File: config.mk
export PLATFORM = sky130hd
export DESIGN_NAME = kpn_seq_multiplier
export DESIGN_NICKNAME = d
export VERILOG_FILES = /design/src/rtl/kpn_seq_multiplier.sv
export SDC_FILE = /design/constraint.sdc
export NUM_CORES = 1
export LEC_CHECK = 0
export CORE_MARGIN = 4
export CORE_UTILIZATION = 55
export DETAILED_ROUTE_END_ITERATION = 7
export PLACE_DENSITY_LB_ADDON = 0.25
export SLEW_MARGIN = 20
export SYNTH_ARGS = -nofsm -noshare
export SYNTH_HDL_FRONTEND = slang
export SYNTH_SLANG_ARGS = --single-unit
File: constraint.sdc
create_clock -name clk -period 10.9 [get_ports clk]
set_input_delay 2.18 -clock clk [delete_from_list [all_inputs] [get_ports clk]]
set_output_delay 2.18 -clock clk [all_outputs]
set_load 0.02 [all_outputs]
File: src/rtl/kpn_seq_multiplier.sv
// Sequential shift-and-add multiplier node: pops one operand pair, emits a 2*WIDTH-bit product.
// Latency: product pushed WIDTH+1 cycles after the LOAD edge; one product per WIDTH+3 cycles at best.
// Backpressure: holds in WRITE with wr low and output_1 stable while the output FIFO reports full.
module kpn_seq_multiplier #(
  parameter int WIDTH  = 16,
  parameter bit SIGNED = 1'b0
) (
  input  logic               clk,
  input  logic               reset,
  input  logic               empty_1,
  input  logic               empty_2,
  input  logic [WIDTH-1:0]   entry_1,
  input  logic [WIDTH-1:0]   entry_2,
  input  logic               full,
  output logic               rd,
  output logic               wr,
  output logic [2*WIDTH-1:0] output_1,
  output logic               busy
);

  localparam int            PW   = 2 * WIDTH;
  localparam int            CW   = (WIDTH > 1) ? $clog2(WIDTH) : 1;
  localparam logic [CW-1:0] LAST = CW'(WIDTH - 1);

  typedef enum logic [1:0] {
    IDLE,
    LOAD,
    CALC,
    WRITE
  } state_t;

  state_t          state;
  logic [WIDTH-1:0] mcand;
  logic [WIDTH-1:0] mplier;
  logic [PW-1:0]   acc;
  logic [PW-1:0]   mcand_ext;
  logic [PW-1:0]   partial;
  logic [PW-1:0]   acc_next;
  logic [CW-1:0]   count;
  logic            last;

  // Partial product for the current multiplier bit; in signed mode the top bit carries negative weight
  always_comb begin
    mcand_ext = {{WIDTH{SIGNED & mcand[WIDTH-1]}}, mcand};
    last      = (count == LAST);
    partial   = mplier[count] ? (mcand_ext << count) : '0;
    if (SIGNED && last) begin
      acc_next = acc - partial;
    end else begin
      acc_next = acc + partial;
    end
  end

  // Push strobe is combinational so a full flag drop is honoured in the same cycle
  always_comb begin
    wr   = (state == WRITE) && !full;
    busy = (state != IDLE);
  end

  // Control FSM with registered pop strobe, operand capture and product register
  always_ff @(posedge clk or posedge reset) begin
    if (reset) begin
      state    <= IDLE;
      rd       <= 1'b0;
      output_1 <= '0;
      acc      <= '0;
      count    <= '0;
      mcand    <= '0;
      mplier   <= '0;
    end else begin
      rd <= 1'b0;
      case (state)
        IDLE: begin
          if (!empty_1 && !empty_2) begin
            state <= LOAD;
            rd    <= 1'b1;
          end
        end
        LOAD: begin
          mcand  <= entry_1;
          mplier <= entry_2;
          acc    <= '0;
          count  <= '0;
          state  <= CALC;
        end
        CALC: begin
          acc   <= acc_next;
          count <= count + 1'b1;
          if (last) begin
            output_1 <= acc_next;
            state    <= WRITE;
          end
        end
        WRITE: begin
          if (!full) begin
            state <= IDLE;
          end
        end
        default: state <= IDLE;
      endcase
    end
  end

endmodule

; ---- Word level (Yosys, flattened, before mapping)
; Index checks and enable logic that the tools add are counted.
[totals]
regBits = 103
inputBits = 37
out_inout_bits = 35
word_cells = 39
[op_classes]
n_addsub = 2
n_lt_le_gt_ge = 1
n_eq_ne = 7
n_shift = 1
mux = 11
n_reduce_logical = 10
[op_table]
columns = op, n
row1 = $pmux W32 S2, 1
row2 = $add A32 B32 Y32, 1
row3 = $mux W32, 1
row4 = $shl A16 B4 Y32, 1
row5 = $pmux W2 S4, 1
row6 = $pmux W4 S2, 1
row7 = $mux W2, 3
row8 = $ne A2 B2 Y1 const B, 3
row9 = $lt A4 B5 Y1 const B, 1
row10 = $add A4 B1 Y4 const B, 1
row11 = $bmux W1 S4, 1
row12 = $eq A2 B2 Y1 const B, 2
row13 = $eq A4 B4 Y1 const B, 1
row14 = $reduce_bool A2 Y1, 2
row15 = $logic_not A1 Y1, 3
row16 = $mux W1, 3
row17 = $reduce_and A3 Y1, 1
row18 = $eq A2 B1 Y1 const B, 1
row19 = $logic_and A1 B1 Y1, 2
row20 = $logic_not A2 Y1, 1
row21 = $reduce_and A2 Y1, 1

; ---- Logic depth before layout (Yosys ltp)
; Gate-level depths: netlist of run 1.
[logic_depth]
word_depth = 5
ltp_mapped = 19
ltp_nobuf = 16

; ---- Worst setup path after synthesis of run 1
; Ideal clock, no wire load.
[synth_timing]
path_type = input to output
start = in full
end = out wr
t_arrival_ps = 2484
required_time_ps = 8720
path_slack_ps = 6236
path_stages = 1
n_path_buf = 0
cell_sequence = nor2b_1
[synth_between]
elab_chain_cells = 2
[synth_rtl]
columns = element, line
row1 = from (decl), 14  ; input logic full,
row2 = $logic_not A1 Y1, --
row3 = $logic_and A1 B1 Y1, 56  ; wr = (state == WRITE) && !full;
row4 = to (decl), 16  ; output logic wr,
; No other way between the ends.

; ---- Final worst setup path of run 1
; Same ends and word-level chain as after synthesis.

==> run summary, run 1 <==
The number of global-route vias before repair came out at 5224. The H-tree generated during clock tree synthesis spans 3 levels. In this run the number of cells on the critical path is 3.

The count of input and output buffers was 71; the placeable core area was 11470 um2. The number of instances on the worst hold path came out at 1. The net total in the final layout is 830. Share of flip-flops with an asynchronous set or reset: 1.000. The growth of design area from synthesis to finish is 16.83%. The mean routed wirelength per cell was 16.63 um. Global routing finished with a remaining overflow of 0. Summed over all layers, the routed wires come to 15.03 mm. In this run the register-to-register setup slack is 6000 ps. The number of antenna diodes in the final layout is 0. The residual antenna-violating net count after detailed routing is 0.

The critical path goes through clkdlybuf4s50_1 -> nor2b_1 -> clkdlybuf4s50_1. The tools report the number of buffers created by CTS as 9. The run gives 0 as the reported max-cap violation count. The cell row count was 39.

The most frequent cell on the critical path was clkdlybuf4s50_1. Setup repair after global routing left no endpoint under its margin. The gate family responsible for the most delay along the worst path was buffers and inverters.

The clock drives 103 sinks. In this run the critical register-to-register path is captured at acc[29]. For this run, the slowest stage of the critical path takes 620 ps. The clock passes through at most 2 buffers.

At the end of routability-driven placement, the weighted congestion stood at 0.9134. The detailed router placed 5315 vias in this run. The run gives 0.6612 as the fraction of the core area covered by cells at the end of the flow. The final count of hold timing violations came out at 0. For the die footprint, the log shows 13600 um2. Setup violations remaining at the end of the flow were counted as 0. Final hold analysis gives a worst-case slack of 481.3 ps. The first global-routing pass estimated 24.85 mm of wire.

Counting I/O delays and the setup requirement, the final critical path takes 5531 ps. The run finished with clean final reports. The logs give 781 for the total nets after synthesis and 3.240 nW for the cell leakage power. In this run the horizontal extent of the chip is 116.6 um. The logs give 0.3742 for the relative slew slack and 0 ps for the final total negative setup slack.

The yosys synthesis warning count was 0; the post-route DRC violation count was 0. The count of flip-flops with a built-in enable after synthesis is 0, and the maximum number of pins on one net before global-route repair is 64. The slowest cell on the critical path was clkdlybuf4s50_1.

In the routed layout, each cell is associated on average with a via count of 5.879. The root buffer cell chosen for the clock tree is clkbuf_16. For this run, the leading register cell type out of synthesis is dfrtp_1. For the highest achievable clock rate, the log shows 180.8 MHz. Kind of capture point of the worst setup path: an output pin. The detailed-router iteration count before antenna repair is 5, and the number of cells produced by synthesis is 707.

The number of antenna violations at the first check in global routing was 0; the required time reported for the critical path endpoint was 8720 ps. Across all setup checks in the final design, the least slack found is 5369 ps. Number of different library cells in the post-synthesis netlist: 55.

The hold buffer count at CTS is 0. TritonCTS built the clock tree. Synthesis inferred 103 register bits. The later pin in the worst-skew pair is clocked with a latency of 360 ps. The tools report the total of fill cells in the finished design as 939. Clock-pin slew was measured on the worst setup and hold paths at 70 ps.

The class of the most critical hold timing path was reg -> reg. The max-slew violation count is 0, and the height of the die is 116.6 um. The launching element type of the critical path is an input port. The critical path is of the in -> out type. The sum of buffers and inverters on the critical path works out to 2. Data on the critical path arrives at its endpoint at 3350 ps. Once the clock tree was built, the setup fixing pass inserted 0 buffers.

At the pin with the least slew margin, the transition time is 938.7 ps. IR analysis of the VDD net gives a maximum drop of 0.2661 mV. Proportion of layout cells with a drive suffix above 1: 0.1012. In this run the power density over the cells is 290.1 nW/um2. Counting cells, the worst reg-to-reg path comes to 14.

The final cycle utilization of the critical path was 0.5074. For this block, the initial DRC count from the detailed router was 375. The global-route usage over all layers was 0.2290.

The startpoint identified for the worst register-to-register timing path is count[0]. After legalization and detailed placement, the total HPWL measured 11.18 mm. The tools report the startpoint of the lowest-slack hold path as acc[31]. The mapped netlist covers 6490 um2. The worst hold path terminates at acc[31].

The initial core utilization is 0.5660. On the final layout, the worst clock skew is 9.759 ps. The sequential area share after synthesis was 0.3971.

Prior to clock tree synthesis, the placed netlist has a worst setup slack of 5360 ps. Along the worst path, the maximum fanout reaches 2. Once the clock tree was built, the resizer swapped 0 gates to a different size.

The synthesized area per cell is 9.180 um2. For the number of I/O pins, the log shows 72.
## kinds of logic (layout without fill, tap and decap cells)
group	after synthesis	in the layout	share of synthesized area
and+or+nand+nor	194	194	0.1365
AOI/OAI and AO/OA	198	198	0.1928
adders and majority gates	37	37	0.07249
muxes	62	62	0.1110
buffers and inverters	84	138	0.05090
DFF	103	103	0.3971
xor gates and xnor gates	29	29	0.03914
## registers in the layout, summed over array words and instances (netlist names)
register and cells:
count 4, acc 32, rd 1, state 2, output_1 32, mplier 16, mcand 16
## layout make-up
type / count / area (um2) / share of cell area
multi-input cells: 520 / 3585 / 0.4728
clock buffers: 11 / 232.7 / 0.03069
repair buffers: 77 / 755.7 / 0.09967
inverters: 45 / 171.4 / 0.02261
well taps: 143 / 178.9 / 0.02360
flip-flops and latches: 103 / 2577 / 0.3399
clock inverters: 5 / 81.33 / 0.01073
## synth_stat cells (4+ instances only)
| cell | n | area, um2 |
|---|---|---|
| o21ai_0 | 49 | 245.2 |
| o21bai_1 | 6 | 45.04 |
| a21oi_1 | 45 | 225.2 |
| clkbuf_1 | 26 | 97.59 |
| nor2_1 | 48 | 180.2 |
| buf_2 | 8 | 40.04 |
| a21o_1 | 12 | 90.09 |
| ha_1 | 36 | 450.4 |
| nand4_1 | 8 | 50.05 |
| and2_1 | 12 | 75.07 |
| nand2_1 | 79 | 296.5 |
| nor3_1 | 8 | 40.04 |
| xnor2_1 | 13 | 113.9 |
| mux2_2 | 40 | 450.4 |
| a211oi_1 | 16 | 120.1 |
| and3_1 | 5 | 31.28 |
| nand3_1 | 16 | 80.08 |
| dfrtp_1 | 103 | 2577 |
| mux4_2 | 4 | 90.09 |
| mux2i_1 | 18 | 180.2 |
| xor2_1 | 16 | 140.1 |
| o22ai_1 | 28 | 175.2 |
| a31oi_1 | 12 | 75.07 |
| o21ai_1 | 5 | 25.02 |
| nor2b_1 | 6 | 37.54 |
| inv_1 | 44 | 165.2 |
## worst reg2reg max path: stages, from the launching register on
cell and delay (ps):
dfrtp_1 960, mux4_2 630, o21ai_2 210, o21bai_1 220
and2_1 480, a211oi_1 120, ha_1 390, a21oi_1 180
o21ai_2 90, a32oi_2 370, o41ai_2 170, o31ai_1 500
o21ai_2 120, xnor2_1 200, o22ai_1 90
## power by group
part	internal (mW)	total [mW]	leakage (nW)	switching [mW]
clock network	0.202	0.346	0.150	0.144
registers	0.534	0.644	1.29	0.110
logic	0.503	1.21	1.80	0.706
total	1.24	2.20	3.24	0.961
## layer usage
metal | GRT usage | routed length, um
met5 | 0 | 0
met4 | 0.08869 | 343
met3 | 0.03472 | 558
met2 | 0.3699 | 6971
met1 | 0.3122 | 7158
## metrics by stage
| stage | power, mW | area (um2) | cells |
|---|---|---|---|
| after floorplan | 1.506 | 6490 | 707 |
| after global placement | 1.805 | 7266 | 888 |
| after detailed placement | 1.853 | 7266 | 888 |
| after CTS | 2.204 | 7580 | 904 |
| after global routing | 2.358 | 7582 | 904 |
| final | 2.200 | 7582 | 904 |
## placed cells by master (no fill, tap or decap), types with 2 or more instances in the layout
cell,instances
nor2b_1,6
nor3b_1,2
o21ai_1,5
o21bai_1,6
ha_1,36
buf_4,6
nand2b_1,2
clkbuf_16,9
and3_1,5
and2_1,12
nand4_1,8
a31oi_1,12
xor2_1,16
o31a_1,3
o21ai_2,3
xnor2_1,13
and4_1,2
nand3_1,16
o2111ai_1,2
mux2i_1,18
mux4_2,4
o22ai_1,28
o21ai_0,49
a21o_1,12
o211ai_1,2
nand2_1,78
clkdlybuf4s50_1,71
a21oi_1,45
o21a_1,3
nor3_1,8
dfrtp_1,103
a211oi_1,16
o31ai_1,2
inv_1,43
mux2_2,40
clkbuf_1,2
bufinv_16,2
nor2_1,48
or3_1,2
## how the worst max path moves through the flow
stage / startpoint / to / slack (ps)
final: full / wr / 5370
after detailed placement: full / wr / 5360
after global routing: full / wr / 5330
after floorplan: reset / acc[0] / 6020
after global placement: full / wr / 5400
after CTS: full / wr / 5360
Power figures use the tool's default switching activity.
==> run 2, diff against run 1 <==
- CORE_UTILIZATION: 55 -> 52
- clock period: 10.9 -> 4.5 ns (I/O delays scaled with it)
==> run summary, run 2 (same netlist as run 1, synthesis figures left out) <==
The run finished with clean final reports. The run gives 7362 um2 as the cell area after placement. The critical path goes through buf_4 -> clkinvlp_4 -> o21ai_1 -> mux2i_1 -> and2_1 -> a211oi_1 -> ha_1 -> and4_1 -> nand3_1 -> o21bai_1 -> o41ai_2 -> o31ai_2 -> nand2b_1 -> xnor2_1 -> o22ai_1.

In the routed layout, each cell is associated on average with a via count of 5.646. The die outline width is 119.7 um, and the reported max-cap violation count is 0. The total setup violations reported at the end of the flow was 0; the residual antenna-violating net count after detailed routing was 0.

The total of fill cells in the finished design was 1091; the maximum fanout count along the critical path was 23. The global-route usage over all layers was 0.2261. The run gives 306 as the violation count after the first detailed-route iteration. Setup repair after global routing left no endpoint under its margin. Entering global routing, the biggest net connects 64 pins.

The run gives 72 as the number of I/O pins. Data on the critical path arrives at its endpoint at 4310 ps. Measured in cells, the most critical reg-to-reg path has a length of 15. The slowest cell on the critical path was dfrtp_2. Wire length of the first global-routing pass: 26.43 mm. The cell row count is 40, and the relative slew slack is 0.5891. Input and output buffers added on the ports amount to 71. At the pin with the least slew margin, the transition time is 614.1 ps.

Across the routed clock network, the largest skew measured is 12.97 ps. Final total negative setup slack: 0 ps. OpenSTA, run right after detailed placement, puts the worst setup slack at 226.6 ps. The logic depth of the worst path, buffers included is 15. The total overflow left after global routing is 0. The number of diodes added for antenna fixing came out at 0. STA classifies the critical path startpoint as a flop. The clock-pin slew reported for the worst setup and hold paths after clock tree synthesis is 70 ps. On the worst path, the slowest cell contributes a delay of 440 ps.

In this design, the largest share of critical-path delay is due to compound AO/OA/AOI/OAI gates. The logs give 0 for the max-slew violation count and 387.0 ps for the final critical-path setup slack. The library cells used most frequently in the layout, excluding fill and tap cells, are dfrtp_1 (102), nand2_1 (78), clkdlybuf4s50_1 (71), o21ai_0 (48), nor2_1 (48). The logs give 0 for the post-route DRC violation count and 5285 for the routed via count.

The required time reported for the critical path endpoint was 4700 ps. Clock latency on the worst-skew pair, taken at its later pin, is 360 ps. The leading cell type in the layout, fill and taps excluded is dfrtp_1. The net total in the final layout is 837. The tools report the number of sinks on the clock net as 103. After layout, the design draws a total of 5.403 mW. The number of instances on the worst hold path is 2.

The final layout contains routed wiring with a total length of 15.39 mm. The largest registers in the layout are acc x32, output_1 x32. The growth of design area from synthesis to finish is 18.78%, and the detailed-router iteration count before antenna repair is 5. Together, buffers and inverters on the worst path number 2.

The tools report the cell leakage power as 3.277 nW. For the initial core utilization, the log shows 0.5358. The H-tree was split into 3 levels. The tools report the final count of hold timing violations as 0. The number of buffers created by CTS was 9. Mean routed wirelength per cell: 16.44 um.

The die is 119.7 um tall. The worst setup path is of the reg -> reg kind. The highest achievable clock rate is 243.1 MHz, and the number of antenna violations at the first check in global routing is 0.

For the detailed placer's ending HPWL, the log shows 11.79 mm. The die footprint is 14330 um2, and the final critical path time including I/O delays and setup is 4113 ps. No sink is reached through more buffers than the 2 on the longest clock path. The tools report the final standard cell area without fillers as 7709 um2. The proportion of layout cells with a drive suffix above 1 was 0.1172. The tools report the largest vdd supply drop as 0.5814 mV.

Class of the most critical hold timing path: reg -> reg. The floorplan step defined a core boundary enclosing 12110 um2. STA classifies the critical path endpoint as a flop.

Final cycle utilization of the critical path: 0.9140. At the end of routability-driven placement, the weighted congestion stood at 0.9449. The run gives 5369 as the number of global-route vias before repair. Power spread over the standard cell area amounts to 700.9 nW/um2. The root buffer selected by CTS is clkbuf_16. TritonCTS built the clock tree.
## run 2: layer usage
metal	wire, um	track usage	up-vias
li1	-	-	2623
met1	7286	0.3108	2541
met2	7230	0.3690	100
met3	513	0.03063	21
met4	355	0.07874	0
met5	0	0	-
## run 2: through the flow
stage                     instances  utilization  hold slack, ps
after global routing            936       0.6365           501.2
after floorplan                 707            -           432.2
after detailed placement        920       0.6079           469.0
final                           936       0.6365           474.9
after CTS                       936       0.6346           483.1
after global placement          920       0.6079           447.4
## run 2: power breakdown
part / internal [mW] / switching [mW] / leakage [nW] / total (mW)
sequential: 1.29 / 0.256 / 1.29 / 1.55
clock: 0.503 / 0.342 / 0.156 / 0.845
combinational: 1.24 / 1.77 / 1.84 / 3.01
total: 3.04 / 2.37 / 3.28 / 5.40
## run 2: area by class of cell
class / instances / area, um2 / share of cell area
Multi-Input combinational cell: 520 / 3600 / 0.4670
Clock inverter: 5 / 81.33 / 0.01055
Tap cell: 168 / 210.2 / 0.02727
Sequential cell: 103 / 2579 / 0.3345
Inverter: 45 / 175.2 / 0.02272
Clock buffer: 11 / 242.7 / 0.03149
Timing Repair Buffer: 84 / 820.8 / 0.1065
## run 2: worst paths after layout
check / start / to / slack, ps
worst min-delay path: output_1[22] / output_1[22] / 470
worst min register to register: output_1[22] / output_1[22] / 470
min in group asynchronous: reset / output_1[3] / 970
worst max register to register: count[0] / acc[25] / 390
worst max-delay path: count[0] / acc[25] / 390
max in group asynchronous: reset / acc[28] / 2820
## run 2: worst register-to-register path: cells and delay by family, from the launching register on
kind | cells | cell delay [ps]
AND/OR/NAND/NOR | 4 | 760
multiplexers | 1 | 160
buffers and inverters | 2 | 610
XOR/XNOR | 1 | 200
flip-flops | 1 | 440
adder cells (fa/ha/maj) | 1 | 380
AO/OA/AOI/OAI | 6 | 1400
## run 2: repair_timing
action	CTS	global route
setup endpoints to repair	0	8
hold buffers	0	0
resized for setup	0	6
buffers inserted	0	0
